## src/rtl/vedic_div8by4_pkg.sv

```systemverilog
// Shared widths and FSM state encoding for the vedic_div8by4 restoring divider.
package vedic_div8by4_pkg;

    localparam int DIVW_DEF  = 8;
    localparam int DIVSW_DEF = 4;

    typedef enum logic [1:0] {
        IDLE = 2'd0,
        RUN  = 2'd1,
        DONE = 2'd2
    } state_t;

endpackage

```

## src/rtl/vedic_div8by4_if.sv

```systemverilog
// Operand/result handshake bundle for vedic_div8by4; chk_err exists only with VEDIC_DIV_SELFCHECK_EN.
interface vedic_div8by4_if
    import vedic_div8by4_pkg::*;
#(
    parameter int DIVW  = DIVW_DEF,
    parameter int DIVSW = DIVSW_DEF
);
    logic             in_valid;
    logic             in_ready;
    logic [DIVW-1:0]  dividend;
    logic [DIVSW-1:0] divisor;
    logic             out_valid;
    logic             out_ready;
    logic [DIVW-1:0]  quotient;
    logic [DIVSW-1:0] remainder;
    logic             div_by_zero;
`ifdef VEDIC_DIV_SELFCHECK_EN
    logic             chk_err;
`endif

    modport master (
`ifdef VEDIC_DIV_SELFCHECK_EN
        input  chk_err,
`endif
        output in_valid, dividend, divisor, out_ready,
        input  in_ready, out_valid, quotient, remainder, div_by_zero
    );

    modport slave (
`ifdef VEDIC_DIV_SELFCHECK_EN
        output chk_err,
`endif
        input  in_valid, dividend, divisor, out_ready,
        output in_ready, out_valid, quotient, remainder, div_by_zero
    );

endinterface

```

## src/rtl/vedic_div8by4_step.sv

```systemverilog
// One combinational restoring-division step: shift in a dividend bit, try to subtract the divisor.
module vedic_div_step #(
    parameter int DIVSW = 4
) (
    input  logic [DIVSW:0]   i_rem,
    input  logic             i_bit,
    input  logic [DIVSW-1:0] i_divisor,
    output logic [DIVSW:0]   o_rem,
    output logic             o_qbit
);
    logic [DIVSW+1:0] w_shift;
    logic [DIVSW:0]   w_diff;

    // When the subtraction succeeds the true difference is below the divisor, so DIVSW+1 bits suffice.
    always_comb begin
        w_shift = {i_rem, i_bit};
        o_qbit  = (w_shift >= {2'b00, i_divisor});
        w_diff  = w_shift[DIVSW:0] - {1'b0, i_divisor};
        o_rem   = o_qbit ? w_diff : w_shift[DIVSW:0];
    end

endmodule

```

## src/rtl/vedic_div8by4.sv

```systemverilog
// Sequential restoring divider, one quotient bit per clock, valid/ready on both sides.
// Optional macro VEDIC_DIV_SELFCHECK_EN adds a quotient*divisor+remainder check on chk_err.
module vedic_div8by4
    import vedic_div8by4_pkg::*;
#(
    parameter int DIVW  = DIVW_DEF,
    parameter int DIVSW = DIVSW_DEF
) (
    input logic            clk,
    input logic            rst,
    vedic_div8by4_if.slave bus
);
    localparam int CNTW = (DIVW > 1) ? $clog2(DIVW) : 1;

    state_t           r_state;
    logic [CNTW-1:0]  r_cnt;
    logic [DIVW-1:0]  r_work;
    logic [DIVSW-1:0] r_divisor;
    logic [DIVSW:0]   r_prem;
    logic             r_in_ready;
    logic             r_out_valid;
    logic [DIVW-1:0]  r_quotient;
    logic [DIVSW-1:0] r_remainder;
    logic             r_dbz;
    logic [DIVSW:0]   w_prem_next;
    logic             w_qbit;

    vedic_div_step #(.DIVSW(DIVSW)) u_step (
        .i_rem     (r_prem),
        .i_bit     (r_work[DIVW-1]),
        .i_divisor (r_divisor),
        .o_rem     (w_prem_next),
        .o_qbit    (w_qbit)
    );

`ifdef VEDIC_DIV_SELFCHECK_EN
    logic [DIVW-1:0]       r_dividend;
    logic                  r_chk_err;
    logic [DIVW+DIVSW-1:0] w_recon;
    logic                  w_mismatch;

    always_comb begin
        w_recon    = ({{DIVSW{1'b0}}, r_work} * {{DIVW{1'b0}}, r_divisor})
                   + {{DIVW{1'b0}}, r_prem[DIVSW-1:0]};
        w_mismatch = (r_divisor != '0) && (w_recon != {{DIVSW{1'b0}}, r_dividend});
    end

    assign bus.chk_err = r_chk_err;
`endif

    // r_work starts as the dividend and fills with quotient bits as its MSBs are shifted out.
    always_ff @(posedge clk or posedge rst) begin
        if (rst) begin
            r_state     <= IDLE;
            r_cnt       <= '0;
            r_work      <= '0;
            r_divisor   <= '0;
            r_prem      <= '0;
            r_in_ready  <= 1'b1;
            r_out_valid <= 1'b0;
            r_quotient  <= '0;
            r_remainder <= '0;
            r_dbz       <= 1'b0;
`ifdef VEDIC_DIV_SELFCHECK_EN
            r_dividend  <= '0;
            r_chk_err   <= 1'b0;
`endif
        end else begin
            case (r_state)
                IDLE: begin
                    if (bus.in_valid) begin
                        r_work     <= bus.dividend;
                        r_divisor  <= bus.divisor;
                        r_prem     <= '0;
                        r_in_ready <= 1'b0;
`ifdef VEDIC_DIV_SELFCHECK_EN
                        r_dividend <= bus.dividend;
`endif
                        if (bus.divisor == '0) begin
                            r_state <= DONE;
                        end else begin
                            r_state <= RUN;
                            r_cnt   <= CNTW'(DIVW - 1);
                        end
                    end
                end
                RUN: begin
                    r_prem <= w_prem_next;
                    r_work <= {r_work[DIVW-2:0], w_qbit};
                    r_cnt  <= r_cnt - 1'b1;
                    if (r_cnt == '0) begin
                        r_state <= DONE;
                    end
                end
                DONE: begin
                    // The first DONE cycle publishes the result; later cycles wait for the consumer.
                    if (!r_out_valid) begin
                        r_out_valid <= 1'b1;
                        if (r_divisor == '0) begin
                            r_quotient  <= '1;
                            r_remainder <= r_work[DIVSW-1:0];
                            r_dbz       <= 1'b1;
`ifdef VEDIC_DIV_SELFCHECK_EN
                            r_chk_err   <= 1'b0;
`endif
                        end else begin
                            r_quotient  <= r_work;
                            r_remainder <= r_prem[DIVSW-1:0];
                            r_dbz       <= 1'b0;
`ifdef VEDIC_DIV_SELFCHECK_EN
                            r_chk_err   <= w_mismatch;
`endif
                        end
                    end else if (bus.out_ready) begin
                        r_out_valid <= 1'b0;
                        r_in_ready  <= 1'b1;
                        r_state     <= IDLE;
`ifdef VEDIC_DIV_SELFCHECK_EN
                        r_chk_err   <= 1'b0;
`endif
                    end
                end
                default: r_state <= IDLE;
            endcase
        end
    end

    assign bus.in_ready    = r_in_ready;
    assign bus.out_valid   = r_out_valid;
    assign bus.quotient    = r_quotient;
    assign bus.remainder   = r_remainder;
    assign bus.div_by_zero = r_dbz;

endmodule

```

## src/flat_wrapper.sv

```systemverilog
// flat-port wrapper written by rule: the top's interface ports become plain ports
module vedic_div8by4_flat import vedic_div8by4_pkg::*;
#(
    parameter int DIVW  = DIVW_DEF,
    parameter int DIVSW = DIVSW_DEF
)
  (clk, rst, bus_in_valid, bus_dividend, bus_divisor, bus_out_ready, bus_in_ready, bus_out_valid, bus_quotient, bus_remainder, bus_div_by_zero);
  vedic_div8by4_if #(.DIVW(DIVW), .DIVSW(DIVSW)) bus_i ();
  input logic clk;
  input logic rst;
  input wire logic [$bits(bus_i.in_valid)-1:0] bus_in_valid;
  input wire logic [$bits(bus_i.dividend)-1:0] bus_dividend;
  input wire logic [$bits(bus_i.divisor)-1:0] bus_divisor;
  input wire logic [$bits(bus_i.out_ready)-1:0] bus_out_ready;
  output wire logic [$bits(bus_i.in_ready)-1:0] bus_in_ready;
  output wire logic [$bits(bus_i.out_valid)-1:0] bus_out_valid;
  output wire logic [$bits(bus_i.quotient)-1:0] bus_quotient;
  output wire logic [$bits(bus_i.remainder)-1:0] bus_remainder;
  output wire logic [$bits(bus_i.div_by_zero)-1:0] bus_div_by_zero;
  assign bus_i.in_valid = bus_in_valid;
  assign bus_i.dividend = bus_dividend;
  assign bus_i.divisor = bus_divisor;
  assign bus_i.out_ready = bus_out_ready;
  assign bus_in_ready = bus_i.in_ready;
  assign bus_out_valid = bus_i.out_valid;
  assign bus_quotient = bus_i.quotient;
  assign bus_remainder = bus_i.remainder;
  assign bus_div_by_zero = bus_i.div_by_zero;
  vedic_div8by4 #(.DIVW(DIVW), .DIVSW(DIVSW)) u_core (.clk(clk), .rst(rst), .bus(bus_i));
endmodule
```

## config.mk

```make
export PLATFORM = sky130hd
export DESIGN_NAME = vedic_div8by4_flat
export DESIGN_NICKNAME = d
export VERILOG_FILES = /design/src/rtl/vedic_div8by4_pkg.sv /design/src/rtl/vedic_div8by4_if.sv /design/src/rtl/vedic_div8by4_step.sv /design/src/rtl/vedic_div8by4.sv /design/src/flat_wrapper.sv
export SDC_FILE = /design/constraint.sdc
export NUM_CORES = 1
export LEC_CHECK = 0
export BUFFER_PORTS_ARGS = -buffer_cell sky130_fd_sc_hd__clkbuf_2
export CORE_MARGIN = 8
export CORE_UTILIZATION = 35
export DETAILED_ROUTE_END_ITERATION = 16
export GPL_ROUTABILITY_DRIVEN = 0
export PLACE_DENSITY = 0.61
export SYNTH_ARGS = -nofsm -noshare
export SYNTH_HDL_FRONTEND = slang
export SYNTH_SLANG_ARGS = --single-unit
```

## constraint.sdc

```tcl
create_clock -name clk -period 3.1 [get_ports clk]
set_input_delay 0.775 -clock clk [delete_from_list [all_inputs] [get_ports clk]]
set_output_delay 0.775 -clock clk [all_outputs]
set_load 0.02 [all_outputs]
```

[Word-level counts from Yosys, hierarchy flattened]
Index checks and enable logic that the tools add are counted.
Operators by class
  add/subtract/negate cells: 2
  $mul: 0
  divide/modulo/power cells: 0
  $lt $le $gt $ge: 1
  eq/ne operators: 7
  shift operators: 0
  mux-type cells: 23
  bitwise gates (word level): 1
  reduce and logical (&&, ||, !) cells: 12
Operator list (count)
  $mux 8: 2
  $pmux 8 s2: 1
  $mux 2: 5
  $mux 5: 2
  $pmux 5 s2: 1
  $logic_not 4->1: 2
  $reduce_and 4->1: 2
  $ge 6x4->1: 1
  $mux 1: 6
  $mux 3: 2
  $ne 2x2->1 const B: 3
  $pmux 2 s3: 1
  $pmux 3 s2: 1
  $reduce_and 2->1: 3
  $sub 5x4->5: 1
  $mux 4: 1
  $ne 2x1->1 const B: 2
  $reduce_bool 2->1: 2
  $logic_not 3->1: 1
  $reduce_and 3->1: 1
  $sub 3x1->3 const B: 1
  $eq 2x1->1 const B: 1
  $eq 2x2->1 const B: 1
  $logic_not 2->1: 1
  2 further kinds: 2
Word-level totals
  bits in registers: 37
  latch bits: 0
  RAM bits: 0
  bits in read-only memories: 0
  output and inout bits: 15
  memories kept: 0

[Logic depth before layout (Yosys ltp)]
Gate-level depths: netlist of the first run.
  word-level depth: 4
  mapped depth: 7

[Modules after synthesis]
Synthesis of the first run repeated with hierarchy kept, for this count alone.
Second synthesis, totals
  cells, all modules: 168
  area total of the unflattened synthesis: 1851.8 um2
Modules (own cells, without submodules)
  vedic_div8by4: times used 1, cells each 139, area an instance 1617.8 um2, sequential area each 927.1 um2
  vedic_div_step: times used 1, cells each 29, area an instance 234.0 um2, sequential area each 0.0 um2

[Least setup slack after synthesis of the first run]
OpenSTA, ideal clock, no wires.
  kind: register -> register
  from: register u_core.r_divisor[0]
  to: register u_core.r_prem[2]
  library setup time: 126 ps
  arrival time: 1786 ps
  required time: 2974 ps
  setup slack: 1188 ps
  stages on the path, launching flop included: 7
  path buffers: 0
  period minus slack after synthesis: 1912 ps
  path through: dfrtp_1 -> ha_1 -> fa_1 -> nand2b_1 -> a21oi_1 -> nor3_1 -> a221o_1
On the way
  cells in the longest elaborated chain, start to end: 3
  elaborated cells between the ends (all ways): 4
Ends and longest elaborated chain
  start, declared: line vedic_div8by4.sv:18  | logic [DIVSW-1:0] r_divisor;
  start signal, assigned: line vedic_div8by4.sv:73  | r_divisor <= bus.divisor;
  $sub 5x4->5 / $ge 6x4->1 (equally long branches): line vedic_div8by4_step.sv:18, vedic_div8by4_step.sv:17
  $mux 5 (*): line vedic_div8by4_step.sv:19  | o_rem = o_qbit ? w_diff : w_shift[DIVSW:0];
  $pmux 5 s2 (*): line vedic_div8by4.sv:69  | case (r_state)
  end signal, assigned: line vedic_div8by4.sv:88  | r_prem <= w_prem_next;
  end, declared: line vedic_div8by4.sv:19  | logic [DIVSW:0] r_prem;
Every way passes the cells marked *; elsewhere a longest branch is shown, timed or not.
A chain may end at the register's enable or synchronous reset.

[Final worst setup path of the first run]
  from: register u_core.r_work[7]
  to: register u_core.r_prem[2]
On the way
  cells in the longest elaborated chain, start to end: 3
  elaborated cells between the ends (all ways): 4
Ends and longest elaborated chain
  start, declared: line vedic_div8by4.sv:17  | logic [DIVW-1:0] r_work;
  start signal, assigned: line vedic_div8by4.sv:72  | r_work <= bus.dividend;
  start signal, assigned: line vedic_div8by4.sv:89  | r_work <= {r_work[DIVW-2:0], w_qbit};
  $sub 5x4->5 / $ge 6x4->1 (equally long branches): line vedic_div8by4_step.sv:18, vedic_div8by4_step.sv:17
  $mux 5 (*): line vedic_div8by4_step.sv:19
  $pmux 5 s2 (*): line vedic_div8by4.sv:69
Marks and branches as above.

==> results of run 1 <==
-- metrics by stage --
stage | instance area, um2 | power, W | util (%)
2_1_floorplan | 1850 | 0.00182 | -
3_3_place_gp | 2040 | 0.00208 | 40.0
3_5_place_dp | 2040 | 0.00210 | 40.0
4_1_cts | 2160 | 0.00255 | 42.2
5_1_grt | 2160 | 0.00274 | 42.2
6_report | 2160 | 0.00251 | 42.2
-- layout make-up --
class	count	area, um2
Tap cell	70	87.6
Timing Repair Buffer	33	173
Clock buffer	7	86.3
Inverter	12	45.0
Fill cell	517	2950
Multi-Input combinational cell	122	808
Sequential cell	37	927
Clock inverter	1	30.0
-- power breakdown --
part	switching, W	leakage (nW)	internal (W)
Sequential	0.000203	0.439	0.000728
Clock	0.000166	0.0585	0.000262
Combinational	0.000656	0.491	0.000495
Total	0.00102	0.989	0.00149
-- worst max-delay path, delay by kind of cell (launching register included) --
kind            cells  cell delay (ns)
simple gates        2             0.30
compound gates      2             0.70
fa+ha+maj           2             0.60
buf+inv             1             0.08
flops               1             0.36
-- cell families (layout without fill, tap and decap cells) --
group | count (synthesis) | in the layout | share of synthesized area, %
XOR/XNOR | 1 | 1 | 0.473
AND/OR/NAND/NOR | 54 | 54 | 14.3
AO/OA/AOI/OAI | 45 | 45 | 15.3
adder cells (fa/ha/maj) | 7 | 7 | 5.14
buffers and inverters | 21 | 53 | 6.22
flip-flops | 37 | 37 | 50.1
multiplexers | 15 | 15 | 8.38
-- cells in the final DEF (no fill, tap or decap), types with 2 or more instances in the layout --
cell type  instances
nor2b_1            2
buf_4              3
nand2b_1           3
clkbuf_8           6
mux2_2             4
o311ai_0           2
a21oi_1           12
nor2_1            16
inv_1             12
ha_1               6
o21ai_0           16
nand2_1           24
clkbuf_2          30
mux2i_1           11
o22a_1             8
dfrtp_1           36
-- flip-flops by register name (all words and copies together), names as in the netlist --
signal and flops:
u_core.bus.div_by_zero 1, u_core.bus.out_valid 1, u_core.r_work 8, u_core.r_cnt 3, u_core.bus.quotient 8, u_core.r_state 2
u_core.bus.in_ready 1, u_core.r_divisor 4, u_core.r_prem 5, u_core.bus.remainder 4
-- per-layer routing --
layer	GRT usage (%)	vias up	wire length [um]
li1	-	688	-
met2	15.8	28	1740
met4	3.69	0	30
met5	0	-	0
met3	3.25	4	228
met1	14.2	621	1880
-- final timing paths --
check | from | to | slack, ns
max reg2reg | u_core.r_work[7] | u_core.r_prem[2] | 0.95
max in group asynchronous | rst | u_core.bus.in_ready | 2.19
min reg2reg | u_core.bus.in_ready | u_core.bus.in_ready | 0.46
min | u_core.bus.in_ready | u_core.bus.in_ready | 0.46
min in group asynchronous | rst | u_core.r_work[5] | 0.57
max | u_core.r_work[7] | u_core.r_prem[2] | 0.95
==> results.toml, run 1 <==
[status]
status = "completed"

[clock_tree]
cts_setup_buffers = 0
cts_tree = "yes"
path_clk_slew_ns = 0.07
holdBufCountCts = 0
numCtsBuffers = 5
clock_tree.buffer_depth = 2
cts_sinks = 37
worstSkewPairLatency_ns = 0.28
htreeDepth = 2
cts_resized = 0
cts_root_buf = "clkbuf_8"

[worst_setup_path]
critical_path_class = "reg2reg"
crit_fanout = 8
slowest_delay_ns = 0.43
cp-start-kind = "flip-flop"
cp.arrival_ns = 2.32
crit_chain = "inv_1 -> ha_1 -> fa_1 -> nand2b_1 -> a21oi_1 -> nor3_1 -> a221o_1"
required_ns = 3.27
end_kind = "flip-flop"
reg2reg_depth = 7
crit_slowest_cell = "a21oi_1"

[logic_synthesis]
ys_seq_area_share_pct = 50.1
yosysTopAreaCell = "dfrtp_1"
synth-edff-count = 0
synthFlopType = "dfrtp_1"
synthCells = 180
yosysMostFrequentCell = "dfrtp_1"
synth_area_leaders = "dfrtp_1 (49%), mux2i_1 (5.9%), nand2_1 (4.9%)"
yosysUniqueCellTypes = 35
ys_ff_latch = 37
yosysWarnings = 0
synth_commonest_cells = "dfrtp_1 (36), nand2_1 (24), nor2_1 (16), o21ai_0 (16)"
synthesis.area_um2 = 1850
synth_fp_nets = 203
avgSynthCellArea_um2 = 10.3
synthDominantCellAreaShare_pct = 48.7
ys_async_sr_fraction_pct = 100

[pwr]
power_density_nw_per_um2 = 1160
peakVddDrop_mv = 0.368
p_leak_nw = 0.989

[placed_design]
place_inst = 274
dpl.hpwl_um = 2840
portBuffers = 30
pre_cts_ws_ns = 0.998

[sta]
final.setup.tns_ns = 0
worst_slack_ns = 0.952
rsz0062_at_grt = "no"
fmax_mhz = 466
fin_skew_ns = 0.00469
fin_crit_ns = 2.15
setup_viol = 0
final_hold_viol_count = 0
post-route-period-util_pct = 69.3
worst_pin_slew_ns = 0.542
slew_headroom_pct = 63.6
whs_ns = 0.462
final-max-slew-violation-count = 0

[global_routing]
track_usage_pct = 10.7
antenna_found_initial = 0
grt_pass1_vias = 1293
grt_pass1_wl_um = 6410
grt_overflow_total = 0
grt_max_degree = 38

[drt]
dr.first_iter.drc_count = 81
final_antenna_net_count = 0
wl_per_cell_um = 13.8
drc = 0
routed_via_density = 4.76
num_vias = 1341
totalWireLength_um = 3890
first_pass_iters = 4

[layout]
final_cell_count_no_fill = 282
diodes = 0
area_growth_pct = 16.6
drive_gt1_share_pct = 23.6
fin_nets = 234

[floorplanning]
die_y_um = 88.7
start_util_pct = 36.2
coreArea_um2 = 5110
ios = 31
rows = 26
die-width_um = 88.7
die_area_um2 = 7870

[min_path]
holdPathStages = 2
hold_class = "reg2reg"

[job]
maxCapViolCount = 0
No activity file was read; power rests on OpenSTA's default activity.
==> run 2, diff against run 1 <==
PLACE_DENSITY = 0.63   (was 0.61)
clock period = 1.97 ns   (was 3.1 ns; I/O delays follow)
==> run 2 against run 1 <==
Sequential share of layout area is 1.0 points lower. Combinational power up 75%. Critical path depth stayed put. Critical path type unchanged. Die area stayed put. Largest cell class unchanged. Hold slack got worse by 0.18 ns. Sequential power up 55%. Routed wire length decreased by 1.1%. Cell count is 2.1% higher.
==> results.toml, run 2 (synthesis results as in run 1) <==
[pwr]
p_leak_nw = 1.02
peakVddDrop_mv = 0.730
power_density_nw_per_um2 = 1840

[floorplanning]
die_area_um2 = 7870
ios = 31
die-width_um = 88.7
coreArea_um2 = 5110
die_y_um = 88.7
rows = 26
start_util_pct = 36.2

[clock_tree]
cts_root_buf = "clkbuf_8"
worstSkewPairLatency_ns = 0.29
numCtsBuffers = 5
holdBufCountCts = 0
path_clk_slew_ns = 0.07
cts_sinks = 37
cts_resized = 1
cts_tree = "yes"
cts_setup_buffers = 0
htreeDepth = 2
clock_tree.buffer_depth = 2

[worst_setup_path]
reg2reg_from = "u_core.r_work[7]"
crit_fanout = 6
crit_slowest_cell = "fa_1"
crit_chain = "inv_1 -> ha_1 -> fa_1 -> nand2b_1 -> a21oi_4 -> nor3_1 -> a221o_1"
r2r_end = "u_core.r_prem[2]"
slowest_delay_ns = 0.39
cp-start-kind = "flip-flop"
rrSetupSlack_ns = 0.09
reg2reg_depth = 7
critical_path_class = "reg2reg"
crit_start = "u_core.r_work[7]"
required_ns = 2.14
setup.worst_path.end = "u_core.r_prem[2]"
cp.arrival_ns = 2.06
end_kind = "flip-flop"

[global_routing]
grt_pass1_vias = 1460
antenna_found_initial = 0
grt_max_degree = 38
track_usage_pct = 10.7
grt_overflow_total = 0
grt_pass1_wl_um = 6590

[sta]
slew_headroom_pct = 64.7
setup_viol = 0
whs_ns = 0.277
post-route-period-util_pct = 95.5
rsz0062_at_grt = "no"
final_hold_viol_count = 0
worst_pin_slew_ns = 0.528
final-max-slew-violation-count = 0
fin_skew_ns = 0.00632
fmax_mhz = 531
fin_crit_ns = 1.88

[drt]
wl_per_cell_um = 13.3
num_vias = 1389
dr.first_iter.drc_count = 75
final_antenna_net_count = 0
drc = 0
first_pass_iters = 4
totalWireLength_um = 3840
routed_via_density = 4.82

[layout]
area_growth_pct = 19.3
fin_area_um2 = 2210
drive_gt1_share_pct = 26.6
diodes = 0
final_common_cell = "dfrtp_1"
final_cell_mix = "dfrtp_1 (36), clkbuf_2 (30), nand2_1 (24)"
fin_nets = 241

[min_path]
hold_class = "in2async"

[job]
maxCapViolCount = 0

[status]
status = "completed"

[placed_design]
portBuffers = 30
placed_area_um2 = 2090
dpl.hpwl_um = 2860
run 2: changes by cell type in the layout (fill, tap and decap cells not counted), sizes merged:
| cell | previous run | this run |
|---|---|---|
| buf | 3 | 10 |
| clkbuf | 37 | 35 |
| clkinv | 0 | 1 |
run 2: stage by stage:
step	TNS, ns	util [%]	worst slack, ns	power (W)	cells
finish	0	43.2	0.0877	0.00407	288
global route	0	43.2	0.00240	0.00442	288
CTS	0	43.1	0.0571	0.00407	288
detailed placement	-0.00537	41.0	-0.00537	0.00341	281
global placement	0	41.0	0.0417	0.00337	281
floorplan	0	-	0.0581	0.00286	180
run 2: layout make-up:
type                    count  area [um2]
fillers                   510        2900
flip-flops and latches     37         927
multi-input cells         122         820
repair buffers             40         225
well taps                  70        87.6
clock buffers               5        68.8
inverters                  12        45.0
clock inverters             2        35.0
run 2: worst min-delay path by stage:
| stage | endpoint | slack, ns |
|---|---|---|
| final | u_core.bus.quotient[6] | 0.28 |
| after global routing | u_core.bus.quotient[6] | 0.34 |
| after CTS | u_core.r_work[6] | 0.30 |
| after detailed placement | u_core.bus.in_ready | 0.46 |
| after global placement | u_core.bus.in_ready | 0.45 |
| after floorplan | u_core.r_prem[4] | 0.46 |
run 2: layer usage:
layer	vias to the layer above	part of all wire [%]	global-route usage, %
li1	701	-	-
met5	-	0	0
met3	9	7.3	3.81
met1	642	47	13.2
met4	0	1.7	5.22
met2	37	44	16.1
run 2: power breakdown:
part | switching (W) | total (W) | leakage (nW) | internal, W
clock network | 0.000255 | 0.000623 | 0.0540 | 0.000368
registers | 0.000294 | 0.00144 | 0.439 | 0.00115
logic | 0.00112 | 0.00201 | 0.530 | 0.000890
total | 0.00167 | 0.00407 | 1.02 | 0.00240
run 2: worst max-delay path, delay by kind of cell (launching register included):
family | cells | cell delay (ns)
compound gates | 2 | 0.46
flops | 1 | 0.34
fa+ha+maj | 2 | 0.61
simple gates | 2 | 0.30
buf+inv | 1 | 0.06
==> run 3, diff against run 2 <==
ABC_AREA = 1   (was default)
CORE_UTILIZATION = 50   (was 35)
PLACE_DENSITY = 0.82   (was 0.63)
==> run 3 against run 2 <==
Sequential share of layout area is 0.73 points higher. Sequential power is 4% lower. Core utilization is 16 points higher. Count of clock-buffer cells in the layout is 2 higher. Power is 2.8% lower. Maximum frequency is 3.9% higher. Synthesized cell count is 26% higher. Critical path type unchanged. Largest cell class unchanged. Highest routed layer unchanged.
==> results.toml, run 3 <==
[status]
status = "completed"

[global_routing]
grt_pass1_wl_um = 6780
grt_max_degree = 38
antenna_found_initial = 0
grt_overflow_total = 0
track_usage_pct = 13.9
grt_pass1_vias = 1523

[worst_setup_path]
r2r_end = "u_core.r_prem[1]"
critical_path_class = "reg2reg"
cp-start-kind = "flip-flop"
crit_chain = "inv_1 -> ha_1 -> fa_1 -> inv_1 -> nand3_1 -> nand3_2 -> nand2_1 -> nand3_1 -> nand2_1"
reg2reg_from = "u_core.r_work[7]"
rrSetupSlack_ns = 0.16
critPathBufInv = 2
reg2reg_depth = 9
crit_slowest_cell = "fa_1"
slowest_delay_ns = 0.43
end_kind = "flip-flop"
cp.arrival_ns = 2.00
crit_family = "adder cells"
crit_start = "u_core.r_work[7]"
crit_fanout = 6
required_ns = 2.16

[logic_synthesis]
yosysMostFrequentCell = "nand2_1"
ys_ff_latch = 37
avgSynthCellArea_um2 = 8.43
synth_area_leaders = "dfrtp_1 (47%), nand2_1 (11%), inv_1 (6.9%)"
synth-edff-count = 0
ys_async_sr_fraction_pct = 100
synth-simple-area-share_pct = 20.7
synth_commonest_cells = "nand2_1 (57), dfrtp_1 (36), inv_1 (35)"
yosysTopAreaCell = "dfrtp_1"
yosysUniqueCellTypes = 25
synthMuxAreaShare_pct = 0
synthesis.area_um2 = 1900
synth_fp_nets = 249
synthAdderAreaFrac_pct = 4.99
synthFlopType = "dfrtp_1"
synth_top_family_by_area = "simple AND/OR/NAND/NOR gates"
ys_seq_area_share_pct = 48.7
yosysWarnings = 0
synthXorXnorAreaFrac_pct = 0.920
synthCells = 226
synthDominantCellAreaShare_pct = 47.3
synth_compound_area_share_pct = 15.0

[min_path]
hold_class = "in2async"

[sta]
rsz0062_at_grt = "no"
final.setup.tns_ns = 0
fin_skew_ns = 0.00559
slew_headroom_pct = 68.5
setup_viol = 0
fmax_mhz = 552
final_hold_viol_count = 0
final-max-slew-violation-count = 0
worst_pin_slew_ns = 0.473
fin_crit_ns = 1.81
post-route-period-util_pct = 92.0
worst_slack_ns = 0.158

[floorplanning]
start_util_pct = 52.0
die-width_um = 77.7
ios = 31
coreArea_um2 = 3660
die_area_um2 = 6040
rows = 22
die_y_um = 77.7

[clock_tree]
htreeDepth = 2
worstSkewPairLatency_ns = 0.29
cts_sinks = 37
numCtsBuffers = 5
path_clk_slew_ns = 0.07
cts_tree = "yes"
clock_tree.buffer_depth = 2
holdBufCountCts = 0
cts_root_buf = "clkbuf_8"

[placed_design]
pre_cts_ws_ns = 0.0993
dpl.hpwl_um = 3020
portBuffers = 30

[pwr]
p_int_w = 0.00215
pwr-share-comb_pct = 51.9
p_leak_nw = 1.18
swShare_pct = 45.8
clkPwrFrac_pct = 13.4
seqPwrFrac_pct = 34.8
p_switching_w = 0.00181
power_density_nw_per_um2 = 1820
peakVddDrop_mv = 0.776

[drt]
first_pass_iters = 4
drc = 0
wl_per_cell_um = 13.3
num_vias = 1573
final_antenna_net_count = 0
totalWireLength_um = 4060
routed_via_density = 5.14
dr.first_iter.drc_count = 69

[layout]
area_growth_pct = 14.0
final_cell_mix = "nand2_1 (57), dfrtp_1 (36), inv_1 (35)"
final_common_cell = "nand2_1"
diodes = 0
fin_nets = 281
drive_gt1_share_pct = 18.2

[job]
maxCapViolCount = 0
[run 3: final cells by class]
class,count,area [um2]
Tap cell,48,60.1
Timing Repair Buffer,32,165
Sequential cell,37,927
Fill cell,352,1490
Clock buffer,7,86.3
Inverter,36,135
Multi-Input combinational cell,146,797
[run 3: power by group through the flow]
stage / Clock, W / Sequential (W) / Combinational, W
finish: 0.000530 / 0.00138 / 0.00205
global route: 0.000580 / 0.00142 / 0.00235
CTS: 0.000544 / 0.00138 / 0.00205
detailed placement: 0 / 0.00139 / 0.00205
global placement: 0 / 0.00137 / 0.00200
floorplan: 0 / 0.00151 / 0.00146
[run 3: worst min-delay path, delay by kind of cell]
family,cells,cell delay [ns]
buf+inv,3,0.51
[run 3: what timing repair did]
action	in CTS	in global routing
gates resized for setup	0	1
endpoints found under the setup margin	0	4
hold endpoints to repair	0	0
setup buffers	0	0
[run 3: metal layers]
layer / GRT usage [%] / wire [um] / vias up
met1: 16.7 / 1820 / 732
met3: 5.99 / 262 / 6
met4: 5.09 / 58 / 0
met5: 0 / 0 / -
li1: - / - / 800
met2: 21.6 / 1910 / 35
[run 3: kinds of logic (layout without fill, tap and decap cells)]
family | count (synthesis) | count (layout)
AOI/OAI and AO/OA | 46 | 46
xor gates and xnor gates | 2 | 2
adders and majority gates | 7 | 7
buffers and inverters | 43 | 75
DFF | 37 | 37
and+or+nand+nor | 91 | 91
[run 3: how the worst max path moves through the flow]
stage / end / slack (ns) / depth (start not counted)
detailed placement: u_core.r_prem[1] / 0.1 / 9
global placement: u_core.r_prem[2] / 0.18 / 9
floorplan: u_core.r_prem[0] / 0.30 / 9
CTS: u_core.r_prem[1] / 0.1 / 9
finish: u_core.r_prem[1] / 0.16 / 9
global route: u_core.r_prem[2] / 0.01 / 9
[run 3: through the flow]
stage | total power [W] | cell area, um2 | hold slack, ns | std cells | util, %
finish | 0.00396 | 2170 | 0.276 | 306 | 59.3
global route | 0.00435 | 2170 | 0.331 | 306 | 59.3
CTS | 0.00397 | 2170 | 0.295 | 306 | 59.2
detailed placement | 0.00343 | 2080 | 0.470 | 299 | 56.8
global placement | 0.00337 | 2080 | 0.465 | 299 | 56.8
floorplan | 0.00297 | 1900 | 0.453 | 226 | -
